**src/rtl/fog_loop_seq.sv**
```systemverilog
// FOG loop acquisition sequencer: settle, coarse acquisition, fine tracking, lock and relock.
// Optional COARSE timeout back to SETTLE is compiled in with FOG_SEQ_TIMEOUT_EN.
module fog_loop_seq #(
  parameter int CNT_W    = 16,
  parameter int RELOCK_W = 16,
  parameter int ERR_W    = 32
) (
  input  logic                i_clk,
  input  logic                i_rst,
  input  logic                i_enable,
  input  logic                i_trig,
  input  logic [ERR_W-1:0]    i_err,
  input  logic [CNT_W-1:0]    i_settle_cnt,
  input  logic [ERR_W-1:0]    i_lock_thr,
  input  logic [CNT_W-1:0]    i_lock_cnt,
  input  logic [CNT_W-1:0]    i_unlock_cnt,
  input  logic [CNT_W-1:0]    i_timeout_cnt,
  input  logic [31:0]         i_gain_step_coarse,
  input  logic [31:0]         i_gain_step_fine,
  input  logic [31:0]         i_gain_ramp_coarse,
  input  logic [31:0]         i_gain_ramp_fine,
  output logic                o_fb_ON,
  output logic [31:0]         o_gainSel_step,
  output logic [31:0]         o_gainSel_ramp,
  output logic [2:0]          o_state,
  output logic                o_locked,
  output logic [RELOCK_W-1:0] o_relock_cnt,
  output logic                o_timeout
);

  typedef enum logic [2:0] {
    ST_IDLE   = 3'd0,
    ST_SETTLE = 3'd1,
    ST_COARSE = 3'd2,
    ST_FINE   = 3'd3,
    ST_LOCKED = 3'd4
  } state_t;

  localparam logic [ERR_W-1:0] ERR_MIN = {1'b1, {(ERR_W-1){1'b0}}};
  localparam logic [ERR_W-1:0] ERR_MAX = {1'b0, {(ERR_W-1){1'b1}}};

  state_t              state, state_nxt;
  logic [CNT_W-1:0]    ok_cnt, bad_cnt, per_cnt;
  logic [CNT_W-1:0]    ok_upd, bad_upd, per_upd;
  logic [CNT_W-1:0]    lock_eff, unlock_eff;
  logic [RELOCK_W-1:0] relock_cnt;
  logic [ERR_W-1:0]    mag;
  logic                err_in;
  logic                per_en;
  logic                relock_inc;
  logic                timeout_nxt;
  logic                fb_nxt, locked_nxt, fine_nxt;

  // Most negative error has no positive twin, so it clamps to the largest magnitude.
  always_comb begin
    mag = i_err;
    if (i_err == ERR_MIN) begin
      mag = ERR_MAX;
    end else if (i_err[ERR_W-1]) begin
      mag = -i_err;
    end
    err_in = (mag < i_lock_thr);
  end

  assign lock_eff   = (i_lock_cnt   == '0) ? CNT_W'(1) : i_lock_cnt;
  assign unlock_eff = (i_unlock_cnt == '0) ? CNT_W'(1) : i_unlock_cnt;

`ifdef FOG_SEQ_TIMEOUT_EN
  assign per_en = (state == ST_SETTLE) || (state == ST_COARSE);
`else
  assign per_en = (state == ST_SETTLE);
  logic unused_timeout_cnt;
  assign unused_timeout_cnt = ^i_timeout_cnt;
`endif

  // Counter values as they will be after this cycle's trig, used for the transition decisions.
  always_comb begin
    ok_upd  = ok_cnt;
    bad_upd = bad_cnt;
    per_upd = per_cnt;
    if (i_trig) begin
      if (err_in) begin
        ok_upd  = (ok_cnt == '1) ? ok_cnt : ok_cnt + CNT_W'(1);
        bad_upd = '0;
      end else begin
        bad_upd = (bad_cnt == '1) ? bad_cnt : bad_cnt + CNT_W'(1);
        ok_upd  = '0;
      end
      if (per_en) begin
        per_upd = (per_cnt == '1) ? per_cnt : per_cnt + CNT_W'(1);
      end
    end
  end

  always_comb begin
    state_nxt   = state;
    relock_inc  = 1'b0;
    timeout_nxt = 1'b0;
    if ((state != ST_IDLE) && !i_enable) begin
      state_nxt = ST_IDLE;
    end else begin
      case (state)
        ST_IDLE: begin
          if (i_enable) state_nxt = ST_SETTLE;
        end
        ST_SETTLE: begin
          if (per_upd >= i_settle_cnt) state_nxt = ST_COARSE;
        end
        ST_COARSE: begin
          if (i_trig && (ok_upd >= lock_eff)) begin
            state_nxt = ST_FINE;
          end
`ifdef FOG_SEQ_TIMEOUT_EN
          else if ((i_timeout_cnt != '0) && (per_upd >= i_timeout_cnt)) begin
            state_nxt   = ST_SETTLE;
            timeout_nxt = 1'b1;
          end
`endif
        end
        ST_FINE: begin
          if (i_trig && (ok_upd >= lock_eff)) begin
            state_nxt = ST_LOCKED;
          end else if (i_trig && (bad_upd >= unlock_eff)) begin
            state_nxt = ST_COARSE;
          end
        end
        ST_LOCKED: begin
          if (i_trig && (bad_upd >= unlock_eff)) begin
            state_nxt  = ST_COARSE;
            relock_inc = 1'b1;
          end
        end
        default: state_nxt = ST_IDLE;
      endcase
    end
  end

  // Outputs decode from the next state so they register on the same edge as the state.
  always_comb begin
    fb_nxt     = (state_nxt == ST_COARSE) || (state_nxt == ST_FINE) || (state_nxt == ST_LOCKED);
    fine_nxt   = (state_nxt == ST_FINE) || (state_nxt == ST_LOCKED);
    locked_nxt = (state_nxt == ST_LOCKED);
  end

  always_ff @(posedge i_clk) begin
    if (i_rst) begin
      state          <= ST_IDLE;
      ok_cnt         <= '0;
      bad_cnt        <= '0;
      per_cnt        <= '0;
      relock_cnt     <= '0;
      o_fb_ON        <= 1'b0;
      o_locked       <= 1'b0;
      o_timeout      <= 1'b0;
      o_gainSel_step <= '0;
      o_gainSel_ramp <= '0;
    end else begin
      state <= state_nxt;
      if (state_nxt != state) begin
        ok_cnt  <= '0;
        bad_cnt <= '0;
        per_cnt <= '0;
      end else begin
        ok_cnt  <= ok_upd;
        bad_cnt <= bad_upd;
        per_cnt <= per_upd;
      end
      if (relock_inc && (relock_cnt != '1)) begin
        relock_cnt <= relock_cnt + RELOCK_W'(1);
      end
      o_fb_ON        <= fb_nxt;
      o_locked       <= locked_nxt;
      o_timeout      <= timeout_nxt;
      o_gainSel_step <= fine_nxt ? i_gain_step_fine : i_gain_step_coarse;
      o_gainSel_ramp <= fine_nxt ? i_gain_ramp_fine : i_gain_ramp_coarse;
    end
  end

  assign o_state      = state;
  assign o_relock_cnt = relock_cnt;

endmodule

```
**config.mk**
```make
export PLATFORM = sky130hd
export DESIGN_NAME = fog_loop_seq
export DESIGN_NICKNAME = d
export VERILOG_FILES = /design/src/rtl/fog_loop_seq.sv
export SDC_FILE = /design/constraint.sdc
export NUM_CORES = 1
export LEC_CHECK = 0
export BUFFER_PORTS_ARGS = -buffer_cell sky130_fd_sc_hd__buf_2
export CAP_MARGIN = 20
export CORE_AREA = 2 2 134 136
export CTS_BUF_LIST = sky130_fd_sc_hd__clkbuf_8
export DETAILED_ROUTE_END_ITERATION = 8
export DIE_AREA = 0 0 136 138
export GPL_ROUTABILITY_DRIVEN = 1
export HOLD_SLACK_MARGIN = 0.1
export PLACE_DENSITY = 0.88
export SKIP_LAST_GASP = 1
export SYNTH_ARGS = -nofsm -noshare
export SYNTH_HDL_FRONTEND = slang
export SYNTH_SLANG_ARGS = --single-unit
```
**constraint.sdc**
```tcl
create_clock -name i_clk -period 24.1 [get_ports i_clk]
set_clock_uncertainty 0.05 [all_clocks]
set_input_delay 4.82 -clock i_clk [delete_from_list [all_inputs] [get_ports i_clk]]
set_output_delay 4.82 -clock i_clk [all_outputs]
set_load 0.05 [all_outputs]
```
After elaboration in Yosys (flattened, before gate mapping):

Cells that the tools add are included.

* bits in registers: 133
* input bits: 260
* output and inout bits: 86
* word-level logic and storage cells: 69

* add/subtract/negate cells: 5
* order comparisons: 4
* equality and inequality tests: 13
* multiplexer cells: 25
* reductions and logical operators: 13

Operator list (number)
* $mux 16: 11
* $mux 32: 4
* $add 16x1->16 const B: 4
* $eq 16x16->1 const B: 3
* $ge 16x16->1: 3
* $eq 32x32->1 const B: 1
* $logic_not 16->1: 2
* $lt 32x32->1: 1
* $neg 32->32: 1
* $mux 3: 6
* $ne 16x16->1 const B: 1
* $pmux 3 s5: 1
* $eq 3x2->1 const B: 4
* $eq 3x3->1 const B: 2
* $logic_and 1x1->1: 4
* $eq 3x1->1 const B: 1
* $logic_not 3->1: 1
* $logic_or 1x1->1: 3
* $mux 1: 3
* $ne 3x3->1: 1
* $reduce_bool 3->1: 1
* $reduce_or 2->1: 1
* $logic_not 1->1: 1

Longest topological paths before layout:

* depth after elaboration: 15
* depth in mapped cells: 31
* depth with buffers taken out: 27

Worst setup path after synthesis:

OpenSTA, ideal clock, no wires.

* kind: input to register
* start: in i_err[3]
* end: reg relock_cnt[15], in the netlist o_relock_cnt[15]
* setup time: 128 ps
* arrival: 10917 ps
* data required time: 23922 ps
* slack: 13005 ps
* stages: 26
* buffers on the path: 3
* cell sequence: nor3_1 -> nand4_1 -> or3_1 -> or3_1 -> clkbuf_1 -> clkbuf_1 -> nand2_1 -> ha_1 -> a211oi_1 -> o22ai_1 -> nor3_1 -> nor2_1 -> o31ai_1 -> nand2_1 -> nor2_1 -> clkbuf_1 -> nor2_1 -> ha_1 -> nand2_1 -> or4_1 -> a2111o_1 -> a31o_2 -> nor4_2 -> nand4_1 -> xor2_1 -> nor2_1

* cells in the longest elaborated chain, start to end: 12
* elaborated cells between the ends (all ways): 13
* classes of those cells: add/sub (1); order compare (2); eq/ne (1); mux (7); reduce/logical (2)

RTL lines
* start, declared: line 12 `input logic [ERR_W-1:0] i_err,`
* $neg 32->32: line 60 `mag = -i_err;`
* $mux 32: line 59 `end else if (i_err[ERR_W-1]) begin`
* $mux 32 (*): line 57 `if (i_err == ERR_MIN) begin`
* $lt 32x32->1 (*): line 62 `err_in = (mag < i_lock_thr);`
* $mux 16 (*): line 82 `if (err_in) begin`
* $mux 16 (*): line 81 `if (i_trig) begin`
* via bad_upd[11]: line 44 `logic [CNT_W-1:0] ok_upd, bad_upd, per_upd;`
* $ge 16x16->1 (*): line 128 `if (i_trig && (bad_upd >= unlock_eff)) begin`
* $logic_and 1x1->1 (*): line 128
* $mux 1 (*): line 128
* $mux 1 (*): line 102 `case (state)`
* $mux 1 (*): line 99 `if ((state != ST_IDLE) && !i_enable) begin`
* $logic_and 1x1->1 (*): line 168 `if (relock_inc && (relock_cnt != '1)) begin`
* end signal, assigned: line 169 `relock_cnt <= relock_cnt + RELOCK_W'(1);`
* end, declared: line 46 `logic [RELOCK_W-1:0] relock_cnt;`

Mark *: on every way through the listed nets, which the timed path passes. The rest lies on a longest branch.
A chain may end at the register's enable or synchronous reset.

Final worst setup path:

* start: in i_err[3]
* end: reg o_gainSel_ramp[21]

* cells in the longest elaborated chain, start to end: 15
* elaborated cells between the ends (all ways): 22
* classes of those cells: add/sub (1); order compare (3); eq/ne (3); mux (12); reduce/logical (3)

RTL lines
* $neg 32->32: line 60
* $mux 32: line 59
* $mux 32 (*): line 57
* $lt 32x32->1 (*): line 62
* $mux 16 (*): line 82
* $mux 16 (*): line 81
* via bad_upd[11]: line 44
* $ge 16x16->1 (*): line 123, 128
* $logic_and 1x1->1 (*): line 123, 128
* $mux 3 (*): line 123, 128
* $mux 3: line 121 `if (i_trig && (ok_upd >= lock_eff)) begin`
* $pmux 3 s5 (*): line 102
* $mux 3 (*): line 99
* $eq 3x2->1 or $eq 3x3->1 (tied branches): line 141 `fine_nxt = (state_nxt == ST_FINE) || (state_nxt == ST_LOCKED);`
* $logic_or 1x1->1 (*): line 141
* $mux 32 (*): line 175 `o_gainSel_ramp <= fine_nxt ? i_gain_ramp_fine : i_gain_ramp_coarse;`
* end signal, assigned: line 175
* end, declared: line 24 `output logic [31:0] o_gainSel_ramp,`

Marked as above.

==> impl_metrics.py <==
metrics = {
    "timing": {
        "tns_ns": 0,
        "period_needed_ns": 12.74,
        "whs_ns": 0.481,
        "slew-limit-headroom_pct": 28.7,
        "setup_viol": 0,
        "tightest_slew_ns": 1.07,
        "slew_violations": 0,
        "hold_viol": 0,
        "rsz0062_at_grt": "false",
        "layout_worst_path_cycle_share_pct": 52.8,
        "max_freq_mhz": 78.5,
        "setup_ws_ns": 11.36,
    },
    "clock_network": {
        "cts_num_sinks": 133,
        "clkLatencyLatePin_ns": 0.44,
        "ctsHoldBuffers": 0,
        "htreeDepth": 4,
        "numCtsBuffers": 17,
        "cts_setup_buffers": 0,
        "clock-root-buffer": "clkbuf_8",
        "cts.clk_slew.worst_paths_ns": 0.07,
        "cts_max_path_buffers": 2,
        "ctsResizeCount": 0,
        "tritoncts": "built",
    },
    "synth": {
        "ys.flop_type": "dfxtp_1",
        "synth.distinct_cells": 60,
        "synth_warnings": 0,
        "synth.avg_cell_area_um2": 7.76,
        "async_flop_share_pct": 0,
        "ys_ff_latch": 133,
        "syn_nets": 1481,
        "synth_edf_count": 0,
        "ys_seq_area_share_pct": 30.2,
        "syn_inst": 1137,
        "syn_area_um2": 8820,
    },
    "routing": {
        "drc": 0,
        "totalWireLength_mm": 25.3,
        "ant_nets": 0,
        "routed-via-count": 9099,
        "drt_iter0_markers": 507,
        "dr.max_layer_used": "met5",
        "avgRoutedWirePerCell_um": 15.0,
        "route.met3.wl_mm": 1.88,
        "via_per_inst": 5.40,
        "firstDrtPassIters": 7,
        "dr_wl_met2_mm": 12.4,
        "drt-met1-wl_mm": 10.3,
    },
    "power_and_ir_drop": {
        "power_frac_comb_pct": 21.5,
        "pwr_density_cell_nw_per_um2": 46.4,
        "power_frac_clock_pct": 33.6,
        "swShare_pct": 32.2,
        "power.internal_mw": 0.344,
        "vdd_drop_max_mv": 0.0346,
        "pwr-share-seq_pct": 44.9,
        "leakage_nw": 5.84,
        "power.switching_mw": 0.163,
    },
    "min_path": {
        "hp-class": "register to register",
    },
    "worst_setup_path": {
        "worst-setup-path-type": "primary input to register",
        "worst-path-max-fanout": 64,
        "end_kind": "register",
        "critPathLaunchType": "primary input",
        "crit_required_ns": 24.38,
        "cp.arrival_ns": 13.01,
    },
    "placement": {
        "pre_cts_slack_ns": 10.99,
        "post-dp-hpwl_mm": 20.1,
        "numPlacedInstances": 1652,
        "place.gp.congestion": 0.885,
        "io_buffers": 328,
    },
    "status": {
        "outcome": "finished, final reports clean",
    },
    "layout": {
        "layout-drive-gt1-share_pct": 26.2,
        "nNetsFinal": 1786,
        "final_cells": 1684,
        "area_growth_pct": 24.2,
        "final_core_util_pct": 62.5,
        "nFillCells": 1530,
    },
    "grt": {
        "antenna_found_initial": 2,
        "grt_use_total_pct": 26.8,
        "grt_pass1_vias": 8671,
        "overflow": 0,
        "grt_pass1_wl_mm": 40.8,
        "grt_start_max_net_pins": 103,
    },
    "job": {
        "maxCapViolCount": 0,
    },
    "floorplan": {
        "die_h_um": 138,
        "dieArea_um2": 18800,
        "ios": 346,
        "rows": 49,
        "start_util_pct": 50.3,
        "fp.dieW_um": 136,
        "coreArea_um2": 17500,
    },
}
-- synth_stat cells, types with 5 or more instances --
cell type,n,area share (%)
nand3_1,34,1.9
o41ai_1,5,0.50
nor3_1,42,2.4
a21o_1,7,0.60
a21oi_1,38,2.2
clkbuf_1,35,1.5
a211oi_1,20,1.7
or4_1,6,0.51
and3_1,8,0.57
o21ai_0,34,1.9
nand4_1,29,2.1
o31ai_1,8,0.68
ha_1,84,12
nand2_1,222,9.4
and2_1,19,1.3
buf_2,9,0.51
nor2_1,81,3.4
xor2_1,47,4.7
xnor2_1,19,1.9
mux2i_1,67,7.6
inv_1,95,4.0
dfxtp_1,133,30
nor4_1,12,0.85
or3_1,8,0.57
a31oi_1,10,0.71
-- registers in the layout, summed over array words and instances, names as in the netlist --
signal / cells
bad_cnt: 16
o_fb_ON: 1
o_gainSel_ramp: 32
o_gainSel_step: 32
o_locked: 1
o_relock_cnt: 16
o_state: 3
ok_cnt: 16
per_cnt: 16
-- power by group through the flow --
stage	clock network [mW]	logic, mW	registers [mW]
final	0.171	0.109	0.228
after detailed placement	0	0.108	0.233
after global placement	0	0.105	0.233
after global routing	0.186	0.120	0.229
after floorplan	0	0.0468	0.254
after CTS	0.174	0.109	0.228
-- cells in the final DEF (no fill, tap or decap), types with 10 or more instances in the layout --
cell type    n
buf_2      328
nand2_1    222
dfxtp_1    133
inv_1       94
ha_1        84
nor2_1      81
mux2i_1     67
xor2_1      47
nor3_1      42
a21oi_1     38
nand3_1     34
o21ai_0     34
nand4_1     29
a211oi_1    20
clkbuf_8    20
xnor2_1     19
and2_1      19
nor4_1      12
a31oi_1     10
-- area by class of cell --
cell class / instances / area, um^2 / share of cell area, %
multi-input combinational: 863 / 5620 / 51.3
sequential: 133 / 2660 / 24.3
timing repair buffer: 332 / 1670 / 15.3
inverter: 95 / 358 / 3.27
tap: 229 / 287 / 2.62
clock buffer: 20 / 275 / 2.51
clock inverter: 10 / 73.8 / 0.674
antenna: 2 / 5.00 / 0.0457
-- worst paths after layout --
kind,to,start,cells past startpoint,slack [ns]
worst max-delay path,o_gainSel_ramp[21],i_err[3],25,11.36
worst min register to register,ok_cnt[1],ok_cnt[1],2,0.48
worst max register to register,o_gainSel_ramp[21],ok_cnt[3],17,18.35
worst min-delay path,ok_cnt[1],ok_cnt[1],2,0.48
-- per-stage QoR --
step / power, mW / cell area [um^2]
after floorplan: 0.301 / 8820
after global placement: 0.338 / 10600
after detailed placement: 0.341 / 10600
after CTS: 0.511 / 10900
after global routing: 0.534 / 10900
final: 0.508 / 11000
-- logic make-up (layout without fill, tap and decap cells) --
family                   count (synthesis)  after routing  synth area share [%]
AND/OR/NAND/NOR                        483            483                  25.1
adder cells (fa/ha/maj)                 84             84                  11.9
flip-flops                             133            133                  30.2
other                                    1              3                0.0425
buffers and inverters                  141            457                  6.26
AO/OA/AOI/OAI                          158            158                  11.8
multiplexers                            71             71                  8.12
XOR/XNOR                                66             66                  6.56
-- critical path, cell delays in order --
cell	delay (ns)
buf_2	0.12
nor3_1	0.48
nand4_1	0.30
or3_1	0.47
or3_1	0.73
o211ai_1	0.25
ha_1	0.25
o21ai_0	0.17
a211oi_1	0.11
a21oi_1	0.21
a211oi_2	0.10
o31ai_1	0.45
nand2_1	0.33
nor2_1	0.76
nor2_1	0.12
ha_1	0.33
nand2_1	0.08
or4_1	0.57
a2111o_1	0.39
nand3_1	0.19
nor3b_1	0.08
o21ai_0	0.30
o21a_4	0.18
buf_4	0.76
mux2i_1	0.34
-- layer usage --
layer | vias to the layer above | global-route usage, %
met5 | - | 0
met2 | 351 | 47.1
li1 | 4540 | -
met1 | 4149 | 30.9
met4 | 2 | 8.99
met3 | 57 | 7.85
(Power assumes the default switching activity.)
